--- config.mk ---
export PLATFORM = sky130hd
export DESIGN_NAME = mem_access_gen
export DESIGN_NICKNAME = d
export VERILOG_FILES = /design/src/rtl/mem_access_gen.sv
export SDC_FILE = /design/constraint.sdc
export NUM_CORES = 1
export LEC_CHECK = 0
export ABC_AREA = 1
export ABC_CLOCK_PERIOD_IN_PS = 2200
export CAP_MARGIN = 10
export CORE_ASPECT_RATIO = 0.6
export CORE_MARGIN = 2
export CORE_UTILIZATION = 45
export CTS_BUF_LIST = sky130_fd_sc_hd__clkbuf_16
export DETAILED_ROUTE_END_ITERATION = 8
export GPL_ROUTABILITY_DRIVEN = 1
export PLACE_DENSITY = 0.78
export SLEW_MARGIN = 20
export SYNTH_ARGS = -nofsm -noshare
export SYNTH_HDL_FRONTEND = slang
export SYNTH_SLANG_ARGS = --single-unit
--- constraint.sdc ---
create_clock -name clk -period 2.2 [get_ports clk]
set_clock_uncertainty 0.1 [all_clocks]
set_input_delay 0.55 -clock clk [delete_from_list [all_inputs] [get_ports clk]]
set_output_delay 0.55 -clock clk [all_outputs]
set_load 0.05 [all_outputs]
--- src/rtl/mem_access_gen.sv ---
// Memory access generator: issues march-element writes/reads, walks the address, compares read data.
// Latency: strobes/address/data registered 1 cycle after sampling; compare result 2 edges after read issue.
// Backpressure: none; the controller paces the element through en_in/cmp_in, reads pipeline with no stall.
module mem_access_gen #(
  parameter int aw = 8,
  parameter int dw = 8,
  parameter int ow = 4
) (
  input  logic          clk,
  input  logic          r_in,
  input  logic          start_in,
  input  logic          en_in,
  input  logic [ow-1:0] op_in,
  input  logic          pol_in,
  input  logic          cmp_in,
  input  logic          updwn_in,
  input  logic [dw-1:0] data_in,
  input  logic [dw-1:0] mem_q_in,
  output logic [aw-1:0] mem_addr_out,
  output logic [dw-1:0] mem_d_out,
  output logic          mem_we_out,
  output logic          mem_re_out,
  output logic          elem_done_out,
  output logic          fail_out,
  output logic [aw-1:0] fail_addr_out
);

  localparam logic [ow-1:0] OP_WR = ow'(1);
  localparam logic [ow-1:0] OP_RD = ow'(2);

  logic [aw-1:0] addr;
  logic [aw-1:0] start_addr;
  logic [aw-1:0] last_addr;
  logic [dw-1:0] pattern;

  // read pipeline: stage 1 covers the memory access cycle, stage 2 meets the returned data
  logic          s1_vld;
  logic [dw-1:0] s1_exp;
  logic [aw-1:0] s1_addr;
  logic          s2_vld;
  logic [dw-1:0] s2_exp;
  logic [aw-1:0] s2_addr;

  // direction decides both where an element starts and where it ends
  assign start_addr = updwn_in ? '0 : '1;
  assign last_addr  = updwn_in ? '1 : '0;
  assign pattern    = data_in ^ {dw{pol_in}};

  // access issue and address walk
  always_ff @(posedge clk) begin
    if (r_in) begin
      addr          <= '0;
      mem_addr_out  <= '0;
      mem_d_out     <= '0;
      mem_we_out    <= 1'b0;
      mem_re_out    <= 1'b0;
      elem_done_out <= 1'b0;
    end else begin
      mem_we_out    <= 1'b0;
      mem_re_out    <= 1'b0;
      elem_done_out <= 1'b0;
      if (en_in) begin
        mem_addr_out <= addr;
        if (op_in == OP_WR) begin
          mem_we_out <= 1'b1;
          mem_d_out  <= pattern;
        end else if (op_in == OP_RD) begin
          mem_re_out <= 1'b1;
        end
      end
      // the access above always uses the pre-update address; a start reload wins over advance
      if (start_in) begin
        addr <= start_addr;
      end else if (en_in && cmp_in) begin
        if (addr == last_addr) begin
          addr          <= start_addr;
          elem_done_out <= 1'b1;
        end else if (updwn_in) begin
          addr <= addr + aw'(1);
        end else begin
          addr <= addr - aw'(1);
        end
      end
    end
  end

  // expected-data pipeline tracking each read until its data returns
  always_ff @(posedge clk) begin
    if (r_in) begin
      s1_vld  <= 1'b0;
      s1_exp  <= '0;
      s1_addr <= '0;
      s2_vld  <= 1'b0;
      s2_exp  <= '0;
      s2_addr <= '0;
    end else begin
      s1_vld  <= en_in && (op_in == OP_RD);
      s1_exp  <= pattern;
      s1_addr <= addr;
      s2_vld  <= s1_vld;
      s2_exp  <= s1_exp;
      s2_addr <= s1_addr;
    end
  end

  // sticky fail flag; only the first failing address is kept
  always_ff @(posedge clk) begin
    if (r_in) begin
      fail_out      <= 1'b0;
      fail_addr_out <= '0;
    end else if (s2_vld && (mem_q_in != s2_exp)) begin
      fail_out <= 1'b1;
      if (!fail_out) begin
        fail_addr_out <= s2_addr;
      end
    end
  end

endmodule

# --- Word-level counts from Yosys, hierarchy flattened ---
# Cells that the tools add are included.
word_totals:
  ff_bits: 70
  inputBits: 27
  out_inout_bits: 28
  word_cells: 42
op_classes:
  addsub: 2
  eq_ne: 4
  mux: 9
  bitwise: 4
  reduce_logical: 9
op_table:
  columns: ["operator", "n"]
  rows:
  - ["two-way mux 8 bit", 6]
  - ["adder 8 x 1 -> 8 bit, second input constant", 1]
  - ["== test 8 bit", 1]
  - ["inequality test 8 bit", 1]
  - ["subtractor 8 x 1 -> 8 bit, second input constant", 1]
  - ["bitwise XOR 8 bit", 1]
  - ["OR reduction 3 bit", 2]
  - ["== test 4 x 1 -> 1 bit, second input constant", 1]
  - ["== test 4 x 2 -> 1 bit, second input constant", 1]
  - ["AND reduction 2 bit", 2]
  - ["logical AND 1 bit", 3]
  - ["two-way mux 1 bit", 3]
  - ["inverter 1 bit", 3]
  - ["nonzero test 2 bit", 1]
  - ["OR reduction 2 bit", 1]

# --- Logic depth before layout (Yosys ltp) ---
# Gate-level depths: netlist (run 1).
logic_depth:
  depth_word: 5
  depth_mapped: 10
  ltp_nobuf: 10

# --- Least setup slack after synthesis (run 1) ---
# Ideal clock, no wire load.
synth_path:
  path_kind: "input -> register"
  start: "input port updwn_in"
  end: "register addr[3]"
  setup_ns: 0.122
  t_arrival_ns: 1.637
  required_time_ns: 1.978
  path_slack_ns: 0.341
  path_stages: 8
  n_path_buf: 0
  path_cell_list: "inv_2 > ha_1 > or2_2 > nand2_1 > xor2_1 > nand2_1 > nand2_1 > a21oi_2"
synth_via:
  elab_chain_len: 5
  elab_cells_between_ends: 7
  classes_between: "1 x eq/ne; 6 x mux"
synth_lines:
  columns: ["element", "line_no", "rtl"]
  rows:
  - ["start: declaration", "16", "input logic updwn_in,"]
  - ["two-way mux 8 bit", "46", "assign last_addr = updwn_in ? '1 : '0;"]
  - ["== test 8 bit", "75", "if (addr == last_addr) begin"]
  - ["two-way mux 8 bit", "75", null]
  - ["two-way mux 8 bit", "74", "end else if (en_in && cmp_in) begin"]
  - ["two-way mux 8 bit *", "72", "if (start_in) begin"]
  - ["end signal: assignment", "73", "addr <= start_addr;"]
  - ["end signal: assignment", "76", "addr <= start_addr;"]
  - ["end signal: assignment", "79", "addr <= addr + aw'(1);"]
  - ["end: declaration", "31", "logic [aw-1:0] addr;"]
# Mark *: on every way between the ends. The rest lies on a longest branch, timed or not. The select of a mux whose other input is x is not followed.
# A chain may end at the register's enable or synchronous reset.

# --- Worst setup path after layout (run 1) ---
layout_path:
  start: "register mem_addr_out[7]"
  end: "output port mem_addr_out[7]"
layout_rtl:
  columns: ["element", "line_no", "rtl"]
  rows:
  - ["start: declaration", "19", "output logic [aw-1:0] mem_addr_out,"]
  - ["start signal: assignment", "63", "mem_addr_out <= addr;"]
# No word-level cell between the ends.

==> flow_metrics.tcl, run 1 <==
set metrics [dict create \
    slowest_delay_ns 0.82 \
    synth_area_leader_cell "dfxtp_1" \
    seq_area_um2 1401 \
    cp_cell_sequence "clkdlybuf4s50_1" \
    final.fill_count 544 \
    wire_per_inst_um 11.36 \
    cts.sinks 70 \
    dieHeight_um 66.82 \
    synth_seq_cells 70 \
    fin_crit_ns 2.138 \
    post-dp-hpwl_mm 4.497 \
    fmax_ghz 0.4678 \
    core_um2 6221 \
    max-slew-margin-rel_pct 64.96 \
    h-tree-depth 3 \
    p_per_area_nw_per_um2 843.9 \
    tritoncts "built" \
    start_util_pct 47.57 \
    setup_viol 0 \
    ant_nets 0 \
    pwr-share-seq_pct 40.0 \
    synthToLayoutAreaGrowth_pct 37.08 \
    cts_resized 0 \
    synth_area_leaders "dfxtp_1 47%, inv_1 10%, nand2_1 8.9%, nor2_1 6.8%, a21oi_1 4.1%" \
    fin_nets 498 \
    critPathLaunchType "flip-flop" \
    busiest_layer "met2" \
    arrival_ns 1.49 \
    clk_pin_slew_ns 0.06 \
    first_iter_violations 138 \
    cts_root_buffer "clkbuf_16" \
    drv_slew 0 \
    status "complete, no violations" \
    ir_worst_vdd_uv 504.1 \
    grt_pass1_wl_mm 10.32 \
    tightest_slew_ns 0.5240 \
    cell_internal_pwr_mw 2.554 \
    required_ns 1.55 \
    finalCritPeriodShare_pct 97.17 \
    finalPower_mw 3.423 \
    cts_buffers 9 \
    cts.path.max_buffers 2 \
    routed_wl_mm 6.281 \
    leakagePower_nw 1.842 \
    track_usage_pct 18.94 \
    final_hold_viol_count 0 \
    via_count 2531 \
    synth_ff_type "dfxtp_1" \
    worst-path-buf-inv 1 \
    antenna_found_initial 0 \
    multiInputGateArea_um2 1264 \
    crit_fanout 2 \
    ys_seq_area_share_pct 47.36 \
    final_util_pct 65.21 \
    yosys_warnings 0 \
    slowest_stage "clkdlybuf4s50_1" \
    routed_via_density 4.577 \
    syn_area_per_cell_um2 7.472 \
    pwr-share-clk_pct 44.9 \
    pin_count 55 \
    p_switching_uw 869.7 \
    ys_top_cells_by_count "79 x inv_1, 70 x dfxtp_1, 70 x nand2_1" \
    grt-ovfl-total 0 \
    hold_path.class "flip-flop to flip-flop" \
    postCtsSetupBuffers 0 \
    dpl_cell_area_um2 3657 \
    gp_congestion 0.8471 \
    num_rows 22 \
    netlist_area_um2 2959 \
    grt_max_degree 32 \
    synth-edff-count 0 \
    drt-pass1-iter-count 5 \
    ys_types 27 \
    antennaDiodeCount 0 \
    critical_path_class "flip-flop to primary output" \
    hold_slack_ns 0.3012 \
    switching_share_pct 25.41 \
    drc 0 \
    synth_top_area_share_pct 47.36 \
    die_w_um 108.7 \
    p_comb_share_pct 15.2 \
    rsz0062_at_grt "false" \
    grt_pass1_vias 2299 \
    cap_violations 0 \
    met2_usage_pct 28.67 \
    grt.met1_usage_pct 23.32 \
    cp-end-kind "primary output" \
    synth_most_common_cell "inv_1" \
    grt_use_met3_pct 9.980 \
    hold_buffers 0 \
    final_area_um2 4056 \
    synth_nets 430 \
    clock_latency_ns 0.33 \
    io_buffers 54 \
    dieArea_um2 7262 \
    async_flop_share_pct 0 \
    drive_gt1_share_pct 13.43 \
    path_delay_family "buffers and inverters" \
    syn_inst 396 \
]
-- sequential cells by signal, indices dropped and copies added (netlist names), 8 cells and up --
| register | count |
|---|---|
| addr | 8 |
| s1_addr | 8 |
| mem_d_out | 8 |
| s1_exp | 8 |
| s2_addr | 8 |
| s2_exp | 8 |
| fail_addr_out | 8 |
| mem_addr_out | 8 |
-- layer usage --
| layer | routed length (um) | part of all wire [%] |
|---|---|---|
| met1 | 3020 | 48 |
| met2 | 2668 | 42 |
| met3 | 569 | 9.1 |
| met4 | 24 | 0.38 |
| met5 | 0 | 0 |
-- power by group through the flow --
stage / Clock [mW] / Combinational [mW] / Sequential, mW
after floorplan: 0 / 0.267 / 1.44
after global placement: 0 / 0.475 / 1.39
after detailed placement: 0 / 0.485 / 1.39
after CTS: 1.57 / 0.489 / 1.36
after global routing: 1.63 / 0.574 / 1.37
final: 1.54 / 0.520 / 1.37
-- final cells by class --
class / instances / area share [%]
Timing Repair Buffer: 70 / 16.16
Sequential cell: 70 / 34.55
Tap cell: 84 / 2.591
Multi-Input combinational cell: 232 / 31.15
Inverter: 81 / 7.619
Clock inverter: 7 / 2.375
Clock buffer: 9 / 5.552
-- worst min-delay path, cell delays in order, from the launching register on --
cell and delay [ns]:
dfxtp_1 0.29, inv_1 0.04, nor2_1 0.03
-- cells in the final DEF (no fill, tap or decap), drive strengths merged, types with 2 or more instances in the layout --
cell,n
clkinvlp,2
o21ai,24
xor2,9
nor2,57
inv,81
nand3,10
clkdlybuf4s50,45
clkinv,3
bufinv,2
nand2,76
xnor2,8
dfxtp,70
buf,24
ha,6
clkbuf,9
nand4,11
a21oi,28
-- cells by family after synthesis --
kind of cell    synth area share [%]
compound gates                 9.302
xor+xnor                       5.032
fa+ha+maj                      3.213
buf+inv                        12.30
flops                          47.36
simple gates                   22.79
-- through the flow --
step                TNS (ns)  setup WS, ns  std cells
floorplan                  0        0.3411        396
global placement      -1.643       -0.2236        537
detailed placement    -2.077       -0.2773        537
CTS                        0       0.04646        553
global route               0      0.003334        553
finish                     0       0.06221        553
-- worst paths after layout --
kind	start	endpoint	slack (ns)	cells past startpoint
setup reg to reg	addr[0]	addr[4]	0.47	8
hold / removal	s1_exp[2]	s2_exp[2]	0.30	2
setup / recovery	mem_addr_out[7]	mem_addr_out[7]	0.06	1
hold reg to reg	s1_exp[2]	s2_exp[2]	0.30	2
(Power assumes the default switching activity.)
==> run 2: changes to the inputs <==
--- a/config.mk
+++ b/config.mk
@@ -15,6 +15,7 @@
 export DETAILED_ROUTE_END_ITERATION = 8
 export GPL_ROUTABILITY_DRIVEN = 1
 export PLACE_DENSITY = 0.78
+export SKIP_CTS_REPAIR_TIMING = 1
 export SLEW_MARGIN = 20
 export SYNTH_ARGS = -nofsm -noshare
 export SYNTH_HDL_FRONTEND = slang
==> results of run 2 <==
No change in the layout: final DEF, timing and power equal those of run 1.
